<file path="src/rtl/rr_run_scheduler.sv">
// Round-robin run-slot scheduler: grants one requester the shared engine for cfg_len RUN cycles plus one WAIT, then DONE.
// Grant one edge after req is seen in IDLE; no backpressure, the winner's req level alone holds or abandons the slot.
module rr_run_scheduler #(
    parameter int N_REQ = 4,
    parameter int CNT_W = 8
) (
    input  logic             clk,
    input  logic             rst_n,
    input  logic [N_REQ-1:0] req,
    input  logic [CNT_W-1:0] cfg_len,
    output logic [N_REQ-1:0] grant,
    output logic [1:0]       state,
    output logic [CNT_W-1:0] count,
    output logic             done,
    output logic             abort
);

    localparam int IDX_W = (N_REQ > 1) ? $clog2(N_REQ) : 1;

    typedef enum logic [1:0] {
        IDLE = 2'd0,
        RUN  = 2'd1,
        WAIT = 2'd2,
        DONE = 2'd3
    } state_t;

    state_t           state_q, state_d;
    logic [IDX_W-1:0] ptr_q, ptr_d;
    logic [IDX_W-1:0] win_q, win_d;
    logic [IDX_W-1:0] pick;
    logic [CNT_W-1:0] len_q, len_d;
    logic [CNT_W-1:0] count_q, count_d;
    logic             abort_q, abort_d;

    // Scan from the highest offset down so the lowest offset from ptr wins.
    always_comb begin
        pick = ptr_q;
        for (int i = N_REQ - 1; i >= 0; i--) begin
            int               j;
            logic [IDX_W-1:0] jj;
            j = int'(ptr_q) + i;
            if (j >= N_REQ) j = j - N_REQ;
            jj = IDX_W'(j);
            if (req[jj]) pick = jj;
        end
    end

    always_comb begin
        state_d = state_q;
        ptr_d   = ptr_q;
        win_d   = win_q;
        len_d   = len_q;
        count_d = count_q;
        abort_d = abort_q;
        case (state_q)
            IDLE: begin
                count_d = '0;
                abort_d = 1'b0;
                if (|req) begin
                    win_d   = pick;
                    len_d   = (cfg_len == '0) ? CNT_W'(1) : cfg_len;
                    state_d = RUN;
                end
            end
            RUN: begin
                // Reaching the last cycle wins over a req drop seen on the same edge.
                if (count_q == len_q - CNT_W'(1)) begin
                    state_d = WAIT;
                end else if (!req[win_q]) begin
                    state_d = DONE;
                    abort_d = 1'b1;
                end else begin
                    count_d = count_q + CNT_W'(1);
                end
            end
            WAIT: state_d = DONE;
            DONE: begin
                ptr_d   = (win_q == IDX_W'(N_REQ - 1)) ? '0 : win_q + IDX_W'(1);
                count_d = '0;
                abort_d = 1'b0;
                state_d = IDLE;
            end
            default: begin
                count_d = '0;
                abort_d = 1'b0;
                state_d = IDLE;
            end
        endcase
    end

    always_ff @(posedge clk or negedge rst_n) begin
        if (!rst_n) begin
            state_q <= IDLE;
            ptr_q   <= '0;
            win_q   <= '0;
            len_q   <= CNT_W'(1);
            count_q <= '0;
            abort_q <= 1'b0;
        end else begin
            state_q <= state_d;
            ptr_q   <= ptr_d;
            win_q   <= win_d;
            len_q   <= len_d;
            count_q <= count_d;
            abort_q <= abort_d;
        end
    end

    always_comb begin
        grant = '0;
        if (state_q == RUN || state_q == WAIT) grant[win_q] = 1'b1;
    end

    assign state = state_q;
    assign count = count_q;
    assign done  = (state_q == DONE);
    assign abort = (state_q == DONE) && abort_q;

endmodule

</file>
<file path="config.mk">
export PLATFORM = sky130hd
export DESIGN_NAME = rr_run_scheduler
export DESIGN_NICKNAME = d
export VERILOG_FILES = /design/src/rtl/rr_run_scheduler.sv
export SDC_FILE = /design/constraint.sdc
export NUM_CORES = 1
export LEC_CHECK = 0
export CORE_MARGIN = 2
export CORE_UTILIZATION = 43
export CTS_BUF_LIST = sky130_fd_sc_hd__clkbuf_2 sky130_fd_sc_hd__clkbuf_4 sky130_fd_sc_hd__clkbuf_8
export DETAILED_ROUTE_END_ITERATION = 8
export PLACE_DENSITY = 0.7
export SYNTH_ARGS = -nofsm -noshare
export SYNTH_HDL_FRONTEND = slang
export SYNTH_SLANG_ARGS = --single-unit
</file>
<file path="constraint.sdc">
create_clock -name clk -period 2.9 [get_ports clk]
set_input_delay 0.435 -clock clk [delete_from_list [all_inputs] [get_ports clk]]
set_output_delay 0.435 -clock clk [all_outputs]
set_load 0.02 [all_outputs]
</file>
=== After elaboration in Yosys (flattened, before gate mapping) ===
Index checks and enable logic that the tools add are counted.

* Flip-flop bits (word level): 23
* Bits of input ports: 14
* Output and inout port bits: 16
* Word-level logic and storage cells: 81

* Add/subtract/negate cells: 10
* Magnitude comparators: 10
* Equality and inequality tests: 10
* Mux-type cells: 33
* Reduce and logical (&&, ||, !) cells: 12

{| class="wikitable"
|+ Operator list
! cell !! count
|-
| $mux 2 || 12
|-
| $mux 8 || 3
|-
| $pmux 8 s2 || 1
|-
| $lt 2x3->1 const B || 5
|-
| $bmux 1 s2 || 5
|-
| $ge 3x3->1 const B || 3
|-
| $add 8x1->8 const B || 1
|-
| $eq 8x8->1 || 1
|-
| $logic_not 8->1 || 1
|-
| $mux 1 || 8
|-
| $ne 2x2->1 const B || 4
|-
| $pmux 2 s4 || 1
|-
| $sub 2x1->2 const B || 4
|-
| $sub 8x1->8 const B || 1
|-
| $add 2x2->3 const B || 2
|-
| $eq 2x2->1 const B || 3
|-
| $reduce_and 3->1 || 2
|-
| $mux 4 || 1
|-
| $reduce_and 2->1 || 2
|-
| $reduce_or 4->1 || 1
|-
| $add 2x1->3 const B || 1
|-
| $ge 2x3->1 const B || 1
|-
| $ne 3x3->1 const B || 1
|-
| $add 2x1->2 const B || 1
|-
| other kinds (9) || 10
|}

=== Depth between registers and ports, before layout ===
* Depth after elaboration: 9
* Gate-level depth with buffers: 9
* Gate-level depth less buffers: 8

=== Worst setup path before layout ===
Ideal clock, no wire load.

* Path type: register to register
* Start: register len_q[0]
* End: register count_q[4] (netlist: count[4])
* Setup time: 126 ps
* Arrival time: 2637 ps
* Data required time: 2774 ps
* Setup slack: 136 ps
* Cell stages (with the launch flop): 10
* Path buffers: 1
* Period minus slack after synthesis: 2764 ps
* Path through: dfstp_2 -> inv_1 -> ha_1 -> or3b_4 -> or4_4 -> a2111oi_4 -> a21oi_2 -> or2_1 -> buf_6 -> a311o_1

* Longest elaborated chain between the ends: 4

{| class="wikitable"
|+ RTL lines
! element !! RTL line !! source
|-
| start, declared || 31 || <nowiki>logic [CNT_W-1:0] len_q, len_d;</nowiki>
|-
| start signal, assigned || 103 || <nowiki>len_q <= len_d;</nowiki>
|-
| $sub 8x1->8 || 67 || <nowiki>if (count_q == len_q - CNT_W'(1)) begin</nowiki>
|-
| $eq 8x8->1 || 67 ||
|-
| $ne 2x2->1 (no line) || - ||
|-
| $reduce_and 3->1 (no line) || - ||
|-
| end signal, assigned || 104 || <nowiki>count_q <= count_d;</nowiki>
|-
| end, declared || 32 || <nowiki>logic [CNT_W-1:0] count_q, count_d;</nowiki>
|}

No other way between the ends.
A chain may end at the register's enable or synchronous reset.

=== Worst setup path in the final report ===
* Start: register len_q[0]
* End: register abort_q

* Longest elaborated chain between the ends: 4

{| class="wikitable"
|+ RTL lines
! element !! RTL line !! source
|-
| $sub 8x1->8 || 67 ||
|-
| $eq 8x8->1 || 67 ||
|-
| $ne 2x2->1 (no line) || - ||
|-
| $reduce_and 3->1 (no line) || - ||
|-
| end signal, assigned || 105 || <nowiki>abort_q <= abort_d;</nowiki>
|-
| end, declared || 33 || <nowiki>logic abort_q, abort_d;</nowiki>
|}

No other way between the ends.

==> results.yml <==
clock_network:
  tritoncts: "yes"
  cts-root-buf: "clkbuf_8"
  path_clk_slew_ns: 0.08
  numCtsBuffers: 3
  cts.path.max_buffers: 2
  cts_sinks: 23
  htreeDepth: 1
  clk_latency_ns: 0.26
pwr:
  power_density_mw_per_mm2: 1030
  pwr-share-comb: 0.611
  sw_frac_of_total: 0.445
  peakVddDrop_mv: 0.619
  p_sw_mw: 0.950
  power.static_leakage_nw: 0.854
  p_int_mw: 1.19
  finalPower_mw: 2.14
  clockPowerShare: 0.095
  power_frac_seq: 0.294
route:
  routed_wl_um: 3650
  drc: 0
  drt_iter0_drc: 40
  wl_per_cell_um: 14.4
  vias_per_cell: 5.56
  dr.pass1.iters: 5
  drtAntennaViolNets: 0
  via_count: 1411
layout:
  syn2layout_area_growth_pct: 26.6
  nFillCells: 329
  fin_area_mm2: 0.00207
  n_antenna_cell: 0
  drive_gt1_frac: 0.141
  nets: 231
global_route:
  grt_use_met1: 0.246
  use_met2: 0.303
  antenna_found_initial: 0
  met3_usage: 0.0205
  grt_start_max_net_pins: 24
  grt_pass1_vias: 1344
  busiest_layer: "met2"
  grt_usage: 0.180
  grt_pass1_wl_um: 6080
  grt-ovfl-total: 0
setup_path:
  critPathLaunchType: "flop"
  reg2reg_depth: 9
  r2r_setup_slack_ns: 0.14
  max_stage_delay_ns: 0.44
  crit_chain: "inv_1, ha_2, or3b_4, or4_4, a2111oi_4, nand3b_1, buf_4, nor4bb_1, a311o_1"
  worstPathRequired_ns: 3.05
  cp_data_arrival_time_ns: 2.90
  reg2reg_to: "abort_q$_DFFE_PN0P_"
  r2r_start: "len_q[0]$_DFFE_PN1P_"
  critical_path_class: "reg2reg"
  slowest_stage: "or4_4"
  endpoint_kind: "flop"
  crit_fanout: 5
  crit_buf_inv: 2
  cp_top_family: "simple AND/OR/NAND/NOR gates"
placement:
  placed_area_mm2: 0.00200
  hpwl_um: 2740
  gp_congestion: 0.880
  pre_cts_slack_ns: 0.0240
  port_buffers: 29
synth:
  synth.largest_area_cell: "dfrtp_1"
  synth-seq-area-share: 0.352
  synth_top_area_share: 0.336
  netlist-cell-type-count: 48
  synth.most_common_cell: "dfrtp_1"
  synth-edff-count: 0
  syn_area_mm2: 0.00164
  async_flop_share: 1.00
  ys_ff_latch: 23
  avgSynthCellArea_um2: 9.59
  yosysWarnings: 0
  ys_top_cells_by_area: "dfrtp_1, ha_1, mux2_2"
  syn-num-nets: 195
  synth_common_cells: "dfrtp_1, inv_1, nand2_1"
  synth_cells: 171
  synthFlopType: "dfrtp_1"
floorplanning:
  rows: 22
  design.core.area_mm2: 0.00366
  die-area_mm2: 0.00432
  die_x_um: 65.7
  io_pins: 30
  die_h_um: 65.7
  initial_utilization: 0.448
outcome:
  outcome: "completed"
timing:
  finalHoldViolCount: 0
  clock_skew_ns: 0.00372
  slew_headroom: 0.617
  layout_setup_ws_ns: 0.143
  layout_min_cycle_time_ns: 2.76
  final_max_slew_viol_count: 0
  finalSetupViolCount: 0
  fin_crit_sh: 0.951
  rsz0062_at_grt: "no"
  setup_tns_ns: 0
  fmax_mhz: 363
  tightestPinTransition_ns: 0.560
min_path:
  hp-class: "in2async"
flow_run:
  drv_cap: 0
## per-layer routing
| metal | vias up | part of all wire |
|---|---|---|
| met5 | - | 0 |
| li1 | 696 | - |
| met4 | 0 | 0.0033 |
| met2 | 23 | 0.49 |
| met3 | 2 | 0.032 |
| met1 | 690 | 0.47 |
## registers in the layout, summed over array words and instances (netlist names)
name	cells
abort_q	1
ptr_q	2
len_q	8
state	2
count	8
win_q	2
## placed cells by master, fill, tap and decap left out, drive strengths merged, types with 3 or more instances in the layout
| cell type | count |
|---|---|
| mux2 | 8 |
| nand3 | 4 |
| a21oi | 6 |
| and2 | 5 |
| nor3b | 5 |
| nand3b | 4 |
| and3 | 4 |
| xnor2 | 6 |
| inv | 13 |
| nor2b | 3 |
| o221ai | 4 |
| dfrtp | 22 |
| nand2 | 13 |
| o2111ai | 3 |
| nor4 | 3 |
| nor2 | 9 |
| or4 | 3 |
| buf | 7 |
| clkbuf | 4 |
| clkdlybuf4s50 | 29 |
| o21ai | 8 |
| nand2b | 5 |
| ha | 10 |
## cells by family (layout without fill, tap and decap cells)
kind of cell | Yosys count | after routing | synth area share
AOI/OAI and AO/OA | 35 | 35 | 0.171
xor gates and xnor gates | 8 | 8 | 0.0427
adders and majority gates | 10 | 10 | 0.0763
buffers and inverters | 18 | 53 | 0.0458
DFF | 23 | 23 | 0.352
muxes | 11 | 11 | 0.0809
and+or+nand+nor | 66 | 66 | 0.231
## worst register-to-register path, stage by stage (launching register included)
cell and delay [ns]:
dfstp_2 0.40, inv_1 0.08, ha_2 0.21, or3b_4 0.39
or4_4 0.44, a2111oi_4 0.34, nand3b_1 0.17, buf_4 0.17
nor4bb_1 0.13, a311o_1 0.32
## repair_timing
action	CTS	global route
hold buffers	0	0
endpoints found under the setup margin	0	3
gates resized for setup	0	2
endpoints found under the hold margin	0	0
buffers inserted	0	2
## stage by stage
| step | util | hold slack [ns] | instances |
|---|---|---|---|
| 2_1_floorplan | - | 0.139 | 171 |
| 3_3_place_gp | 0.546 | 0.504 | 248 |
| 3_5_place_dp | 0.546 | 0.527 | 248 |
| 4_1_cts | 0.560 | 0.538 | 252 |
| 5_1_grt | 0.567 | 0.561 | 254 |
| 6_report | 0.567 | 0.532 | 254 |
## power groups by stage
| stage | clock [mW] | combinational [mW] | sequential [mW] |
|---|---|---|---|
| 3_5_place_dp | 0 | 1.28 | 0.636 |
| 4_1_cts | 0.217 | 1.29 | 0.630 |
| 5_1_grt | 0.229 | 1.44 | 0.657 |
| 3_3_place_gp | 0 | 1.24 | 0.623 |
| 2_1_floorplan | 0 | 0.882 | 0.633 |
| 6_report | 0.204 | 1.30 | 0.628 |
## final cells by class
cell class	count	area, um2	area share
Tap cell	48	60.1	0.0290
Multi-Input combinational cell	130	997	0.481
Inverter	13	48.8	0.0235
Timing Repair Buffer	36	343	0.165
Clock buffer	4	48.8	0.0235
Sequential cell	23	577	0.278
## worst max path at each step
| stage | cells after the start | slack, ns | to | from |
|---|---|---|---|---|
| CTS | 8 | 0.01 | state[1]$_DFFE_PN0P_ | len_q[0]$_DFFE_PN1P_ |
| global placement | 8 | 0.10 | state[1]$_DFFE_PN0P_ | len_q[0]$_DFFE_PN1P_ |
| finish | 9 | 0.14 | abort_q$_DFFE_PN0P_ | len_q[0]$_DFFE_PN1P_ |
| global route | 8 | 0.003 | state[1]$_DFFE_PN0P_ | len_q[0]$_DFFE_PN1P_ |
| detailed placement | 8 | 0.02 | state[1]$_DFFE_PN0P_ | len_q[0]$_DFFE_PN1P_ |
| floorplan | 9 | 0.14 | count[4]$_DFFE_PN0P_ | len_q[0]$_DFFE_PN1P_ |
(Power assumes the default switching activity.)
